`src/rtl/ysyx_24100005_lsu.sv`:
```
// ysyx_24100005_lsu -- single-outstanding load/store unit between a core
// request port and a simple valid/ready memory port.
//
// Parameters:
//   XLEN    : data/address width, 32 or 64.
//   TIMEOUT : WAIT cycles without mem_rvalid before a timeout response
//             (0 = wait forever).
//
// Ports:
//   clk, rst          : clock (rising edge), asynchronous active-low reset
//   req_valid/ready   : core request handshake (ready only while idle)
//   req_we            : 1 = store, 0 = load
//   req_funct3        : RISC-V load/store funct3 (size + unsigned flag)
//   req_addr/wdata    : byte address and store data (LSB-aligned)
//   resp_valid/ready  : response handshake
//   resp_rdata        : extended load data (0 for stores and errors)
//   resp_cause        : 00 ok, 01 misaligned, 10 timeout, 11 illegal funct3
//   mem_valid/ready   : memory command handshake
//   mem_we/addr/wdata/wmask : word-aligned command, lane-shifted data/mask
//   mem_rvalid/rdata  : memory response; mem_rvalid also acknowledges stores
module ysyx_24100005_lsu #(
  parameter int XLEN    = 32,
  parameter int TIMEOUT = 255
) (
  input  logic                clk,
  input  logic                rst,
  input  logic                req_valid,
  output logic                req_ready,
  input  logic                req_we,
  input  logic [2:0]          req_funct3,
  input  logic [XLEN-1:0]     req_addr,
  input  logic [XLEN-1:0]     req_wdata,
  output logic                resp_valid,
  input  logic                resp_ready,
  output logic [XLEN-1:0]     resp_rdata,
  output logic [1:0]          resp_cause,
  output logic                mem_valid,
  input  logic                mem_ready,
  output logic                mem_we,
  output logic [XLEN-1:0]     mem_addr,
  output logic [XLEN-1:0]     mem_wdata,
  output logic [XLEN/8-1:0]   mem_wmask,
  input  logic                mem_rvalid,
  input  logic [XLEN-1:0]     mem_rdata
);

  localparam int NB   = XLEN / 8;
  localparam int OFFW = $clog2(NB);
  localparam int CW   = (TIMEOUT > 1) ? $clog2(TIMEOUT + 1) : 1;
  // Counter value at which the next silent WAIT cycle is the TIMEOUT-th one.
  localparam logic [31:0] TLAST = (TIMEOUT > 0) ? TIMEOUT - 1 : 0;

  localparam logic [1:0] CAUSE_OK       = 2'b00;
  localparam logic [1:0] CAUSE_MISALIGN = 2'b01;
  localparam logic [1:0] CAUSE_TIMEOUT  = 2'b10;
  localparam logic [1:0] CAUSE_ILLEGAL  = 2'b11;

  typedef enum logic [1:0] {
    S_IDLE  = 2'd0,
    S_ISSUE = 2'd1,
    S_WAIT  = 2'd2,
    S_RESP  = 2'd3
  } state_t;

  state_t          state;
  logic [CW-1:0]   cnt;
  logic            we_q;
  logic [2:0]      f3_q;
  logic [OFFW-1:0] off_q;

  // ---------------------------------------------------------------------
  // Request decode (evaluated on the accept cycle only)
  // ---------------------------------------------------------------------
  logic [1:0]      req_size;
  logic [OFFW-1:0] req_off;
  logic            req_illegal;
  logic            req_misaligned;
  logic [3:0]      req_bytes;
  logic [NB-1:0]   ones_nb;
  logic [NB-1:0]   size_mask;
  logic [NB-1:0]   req_wmask;
  logic [XLEN-1:0] req_wdata_sh;

  always_comb begin
    req_size  = req_funct3[1:0];
    req_off   = req_addr[OFFW-1:0];
    req_illegal = (req_funct3 == 3'b111) ||
                  (req_we && req_funct3[2]) ||
                  ((XLEN == 32) && (req_size == 2'b11));
    case (req_size)
      2'b00:   req_misaligned = 1'b0;
      2'b01:   req_misaligned = req_addr[0];
      2'b10:   req_misaligned = |req_addr[1:0];
      default: req_misaligned = |req_addr[2:0];
    endcase
    // Byte-enable of the access size at lane 0, then moved to its lane.
    req_bytes    = 4'd1 << req_size;
    ones_nb      = '1;
    size_mask    = ~(ones_nb << req_bytes);
    req_wmask    = size_mask << req_off;
    req_wdata_sh = req_wdata << {req_off, 3'b000};
  end

  // ---------------------------------------------------------------------
  // Load data alignment and extension (uses the latched request)
  // ---------------------------------------------------------------------
  logic [XLEN-1:0] rd_shifted;
  logic [6:0]      rd_bits;
  logic [XLEN-1:0] ones_x;
  logic [XLEN-1:0] rd_mask;
  logic            rd_sign;
  logic [XLEN-1:0] load_val;

  always_comb begin
    rd_shifted = mem_rdata >> {off_q, 3'b000};
    rd_bits    = 7'd8 << f3_q[1:0];
    ones_x     = '1;
    // Shifting by XLEN (full-width access) yields an all-ones mask.
    rd_mask    = ~(ones_x << rd_bits);
    case (f3_q[1:0])
      2'b00:   rd_sign = rd_shifted[7];
      2'b01:   rd_sign = rd_shifted[15];
      2'b10:   rd_sign = rd_shifted[31];
      default: rd_sign = rd_shifted[XLEN-1];
    endcase
    load_val = (rd_shifted & rd_mask) |
               ((!f3_q[2] && rd_sign) ? ~rd_mask : '0);
  end

  // ---------------------------------------------------------------------
  // Control FSM with registered outputs
  // ---------------------------------------------------------------------
  always_ff @(posedge clk or negedge rst) begin
    if (!rst) begin
      state      <= S_IDLE;
      cnt        <= '0;
      we_q       <= 1'b0;
      f3_q       <= '0;
      off_q      <= '0;
      req_ready  <= 1'b0;
      resp_valid <= 1'b0;
      resp_rdata <= '0;
      resp_cause <= CAUSE_OK;
      mem_valid  <= 1'b0;
      mem_we     <= 1'b0;
      mem_addr   <= '0;
      mem_wdata  <= '0;
      mem_wmask  <= '0;
    end else begin
      case (state)
        S_IDLE: begin
          if (req_valid && req_ready) begin
            req_ready <= 1'b0;
            we_q      <= req_we;
            f3_q      <= req_funct3;
            off_q     <= req_off;
            if (req_illegal || req_misaligned) begin
              // Errors skip the memory entirely; illegal outranks misaligned.
              state      <= S_RESP;
              resp_valid <= 1'b1;
              resp_rdata <= '0;
              resp_cause <= req_illegal ? CAUSE_ILLEGAL : CAUSE_MISALIGN;
            end else begin
              state     <= S_ISSUE;
              mem_valid <= 1'b1;
              mem_we    <= req_we;
              mem_addr  <= {req_addr[XLEN-1:OFFW], {OFFW{1'b0}}};
              mem_wdata <= req_wdata_sh;
              mem_wmask <= req_we ? req_wmask : '0;
            end
          end else begin
            // Also raises ready on the first cycle after reset release.
            req_ready <= 1'b1;
          end
        end

        S_ISSUE: begin
          if (mem_ready) begin
            state     <= S_WAIT;
            mem_valid <= 1'b0;
            mem_we    <= 1'b0;
            mem_wmask <= '0;
            cnt       <= '0;
          end
        end

        S_WAIT: begin
          // Data arriving on the timeout cycle takes precedence.
          if (mem_rvalid) begin
            state      <= S_RESP;
            resp_valid <= 1'b1;
            resp_cause <= CAUSE_OK;
            resp_rdata <= we_q ? '0 : load_val;
          end else if ((TIMEOUT != 0) && (cnt == TLAST[CW-1:0])) begin
            state      <= S_RESP;
            resp_valid <= 1'b1;
            resp_cause <= CAUSE_TIMEOUT;
            resp_rdata <= '0;
          end else if (TIMEOUT != 0) begin
            cnt <= cnt + CW'(1);
          end
        end

        S_RESP: begin
          if (resp_ready) begin
            state      <= S_IDLE;
            resp_valid <= 1'b0;
            req_ready  <= 1'b1;
          end
        end

        default: state <= S_IDLE;
      endcase
    end
  end

endmodule

```
`config.mk`:
```
export PLATFORM = sky130hd
export DESIGN_NAME = ysyx_24100005_lsu
export DESIGN_NICKNAME = d
export VERILOG_FILES = /design/src/rtl/ysyx_24100005_lsu.sv
export SDC_FILE = /design/constraint.sdc
export NUM_CORES = 1
export LEC_CHECK = 0
export ABC_AREA = 1
export ABC_CLOCK_PERIOD_IN_PS = 3200
export CAP_MARGIN = 0
export CELL_PAD_IN_SITES_DETAIL_PLACEMENT = 1
export CELL_PAD_IN_SITES_GLOBAL_PLACEMENT = 1
export CORE_MARGIN = 2
export CORE_UTILIZATION = 35
export DETAILED_ROUTE_END_ITERATION = 6
export PLACE_DENSITY = 0.92
export SLEW_MARGIN = 5
export SYNTH_ARGS = -nofsm -noshare
export SYNTH_HDL_FRONTEND = slang
export SYNTH_SLANG_ARGS = --single-unit
```
`constraint.sdc`:
```
create_clock -name clk -period 3.2 [get_ports clk]
set_clock_uncertainty 0.05 [all_clocks]
set_input_delay 0.64 -clock clk [delete_from_list [all_inputs] [get_ports clk]]
set_output_delay 0.64 -clock clk [all_outputs]
set_load 0.005 [all_outputs]
```
==> qor.json <==
{
  "cp.buffers_inverters": 3,
  "synth_area_um2": 6080,
  "r2r_setup_slack_ns": 0.92,
  "timing.final.setup_violations": 0,
  "total_power_per_unit_cell_area_nw_per_um2": 915,
  "port_buffers": 209,
  "cts.sinks": 120,
  "unique_cell_type_count_in_the_yosys_netlist": 35,
  "synth.cells.most_frequent": "nand2_1 (334), dfrtp_1 (120), nand3_1 (70), o21ai_0 (59), inv_1 (31)",
  "synthesized_netlist_cell_count": 794,
  "dieArea_um2": 18400,
  "synthesis.yosys.warnings": 0,
  "finalMaxSlewViolations": 0,
  "setup_bufs_post_cts": 0,
  "rsz0062_at_grt": "no",
  "placedInstanceArea_um2": 8360,
  "cts_made_buffers": 17,
  "fp.coreArea_um2": 17100,
  "netlist_top_cells_area": "dfrtp_1 (49%), nand2_1 (21%), nand3_1 (5.8%), o21ai_0 (4.9%), inv_1 (1.9%)",
  "n_antenna_cell": 0,
  "vdd.ir_drop.worst_v": 0.000483,
  "detailed_place_hpwl_um": 15400,
  "final.setup.worst_slack_ns": 0.860,
  "synth_sequential_area_ratio_pct": 49.4,
  "seqPwrFrac_pct": 31.3,
  "report.power.total_w": 0.00827,
  "hp-class": "in2async",
  "setup_crit_end_kind": "flip-flop",
  "synth_enable_flop_cells": 0,
  "final_net_count": 1100,
  "floorplan.die.height_um": 136,
  "path_clk_slew_ns": 0.06,
  "grt_first_pass_wirelength_um": 34400,
  "placed_cells_incl_taps": 1194,
  "first_global_vias": 6630,
  "tritoncts_clock_tree": "built",
  "timing_hold_violations_final": 0,
  "share_clk_of_total_power_pct": 27.2,
  "grt_start_max_net_pins": 55,
  "wl_um": 21600,
  "timing.critical_path.cells": "clkdlybuf4s50_1, nand2_1, nand2_1, nor2_1, nand2_1, nor2_4, inv_2, buf_12, o31ai_1",
  "p_comb_share_pct": 41.5,
  "synth-adder-area-share_pct": 1.23,
  "die_width_um": 136,
  "design.portCount": 212,
  "terminus_of_the_critical_flop_to_flop_path": "mem_wdata[12]$_DFFE_PN0P_",
  "worstPathMaxFanout": 34,
  "worst_r2r_startpoint": "state[1]$_DFFE_PN0P_",
  "critical-path-slowest-cell": "clkdlybuf4s50_1",
  "crit_required_ns": 3.45,
  "switching_power_share_of_the_total_pct": 35.4,
  "fin_crit_sh_pct": 73.1,
  "synth-compound-area-share_pct": 12.3,
  "path_type_of_the_worst_setup_path": "in2reg",
  "worstMarginPinSlew_ns": 0.704,
  "p_sw_w": 0.00293,
  "globalRouteOverflowTotal": 0,
  "most_instantiated_library_cell_after_synthesis": "nand2_1",
  "synth-xor-area-share_pct": 0,
  "p_leak_nw": 4.25,
  "routedWlPerCell_um": 17.6,
  "cts_hold_buf": 0,
  "fillers": 2102,
  "layout-area-overhead-vs-synth_pct": 48.8,
  "dp_slack_ns": 0.413,
  "synth-seq-cells": 120,
  "detail_route.vias_per_cell": 5.02,
  "grt_antenna_before_repair": 0,
  "drc_marker_count_from_the_first_detailed_route_iteration": 392,
  "floorplan.rows": 48,
  "num_vias": 6158,
  "route.antenna.remaining_nets": 0,
  "worst_setup_path_start_kind": "input port",
  "drive_gt1_share_pct": 7.19,
  "grt.total_usage_pct": 24.1,
  "total_negative_setup_slacks_ns": 0,
  "worst-endpoint-arrival_ns": 2.59,
  "fin_cells": 1226,
  "synth-main-ff-cell": "dfrtp_1",
  "htree_num_levels": 4,
  "yosys.area.top_type_share_pct": 49.4,
  "post_cts_resize_count": 0,
  "max_freq_mhz": 427,
  "critPathTopFamily": "buffers and inverters",
  "drcViolationCount": 0,
  "syn_area_per_cell_um2": 7.66,
  "timing.slew.headroom_pct": 52.7,
  "synth.area.mux_share_pct": 0.370,
  "run_status": "finished clean",
  "crit_path_max_incr_delay_ns": 0.52,
  "clockRootBuffer": "clkbuf_16",
  "r2r.worst_path.cells": 9,
  "initial_utilization_pct": 35.5,
  "gpl.final_weighted_congestion": 0.835,
  "final_period_minus_worst_setup_slack_ns": 2.34,
  "cell_internal_pwr_w": 0.00535,
  "netlist.top_cell.by_area": "dfrtp_1",
  "timing.max_cap.violations": 0,
  "critical_path.most_common_cell": "nand2_1",
  "finish.instance_area_um2": 9040,
  "clock_tree.buffer_depth": 2,
  "ys_async_sr_fraction_pct": 100,
  "detailedRoute.firstPassIterationCount": 4,
  "clkLatencyLatePin_ns": 0.42,
  "largest_family_of_logic_cells_by_synthesized_area": "simple AND/OR/NAND/NOR gates",
  "synth_simple_gate_area_share_pct": 30.4
}
through the flow:
| stage | hold slack (ns) | utilization (%) |
|---|---|---|
| finish | 0.145 | 52.8 |
| global route | 0.183 | 52.8 |
| CTS | 0.158 | 52.8 |
| detailed placement | 0.413 | 48.8 |
| global placement | 0.403 | 48.8 |
| floorplan | 0.294 | - |
sequential cells by signal (all words and copies together), names as in the netlist, 2 cells and up:
name,flops
mem_wmask,4
state,2
f3_q,3
off_q,2
cnt,8
resp_cause,2
mem_addr,30
resp_rdata,32
mem_wdata,32
worst max path at each step:
stage                 from                   endpoint  slack (ns)  depth (start not counted)
2_1_floorplan  req_addr[0]   mem_addr[10]$_DFFE_PN0P_        1.35                         11
3_3_place_gp        req_we  mem_wdata[27]$_DFFE_PN0P_        0.65                          9
3_5_place_dp        req_we  mem_wdata[12]$_DFFE_PN0P_        0.41                          9
4_1_cts             req_we  mem_wdata[12]$_DFFE_PN0P_        0.87                          9
5_1_grt             req_we  mem_wdata[12]$_DFFE_PN0P_        0.75                          9
6_report            req_we  mem_wdata[12]$_DFFE_PN0P_        0.86                          9
routing by layer:
metal | GRT usage (%) | up-vias | part of all wire, %
met5 | 0 | - | 0
met4 | 6.13 | 0 | 1.5
met3 | 8.68 | 25 | 8.8
met2 | 42.5 | 214 | 50
met1 | 27.8 | 2965 | 40
li1 | - | 2954 | -
layout by cell type (no fill, tap or decap), types with 3 or more instances in the layout:
cell type        count
o21bai_1             8
a22o_1               4
inv_1               31
clkinvlp_4           4
dfrtp_1            120
clkbuf_8             3
nor3_1               5
o21ai_0             59
nand2_1            334
ha_1                 6
o31ai_1              8
o21ai_1             22
nor2_1              20
nand3_1             70
or2_2               10
a31oi_1              8
o22ai_1              4
inv_2                6
bufinv_16            6
buf_4               11
a21oi_1             15
clkdlybuf4s50_1    208
clkbuf_16           17
buf_12               3
power groups by stage:
stage	sequential (W)	combinational, W	clock [W]
final	0.00259	0.00343	0.00225
after global routing	0.00267	0.00381	0.00234
after CTS	0.00260	0.00347	0.00227
after detailed placement	0.00259	0.00342	0
after global placement	0.00258	0.00330	0
after floorplan	0.00254	0.00158	0
cells by family (layout without fill, tap and decap cells):
logic type / Yosys count / count (layout)
buffers and inverters: 85 / 291
multiplexers: 2 / 2
AO/OA/AOI/OAI: 132 / 132
AND/OR/NAND/NOR: 448 / 448
adder cells (fa/ha/maj): 6 / 6
other: 1 / 2
flip-flops: 120 / 120
layout make-up:
class	instances	area (um^2)	share of cell area (%)
Clock buffer	20	467	5.16
Clock inverter	12	220	2.43
Inverter	37	139	1.54
Multi-Input combinational cell	590	2710	30.0
Sequential cell	120	3000	33.2
Tap cell	225	282	3.11
Timing Repair Buffer	222	2220	24.6
Power figures use the tool's default switching activity.
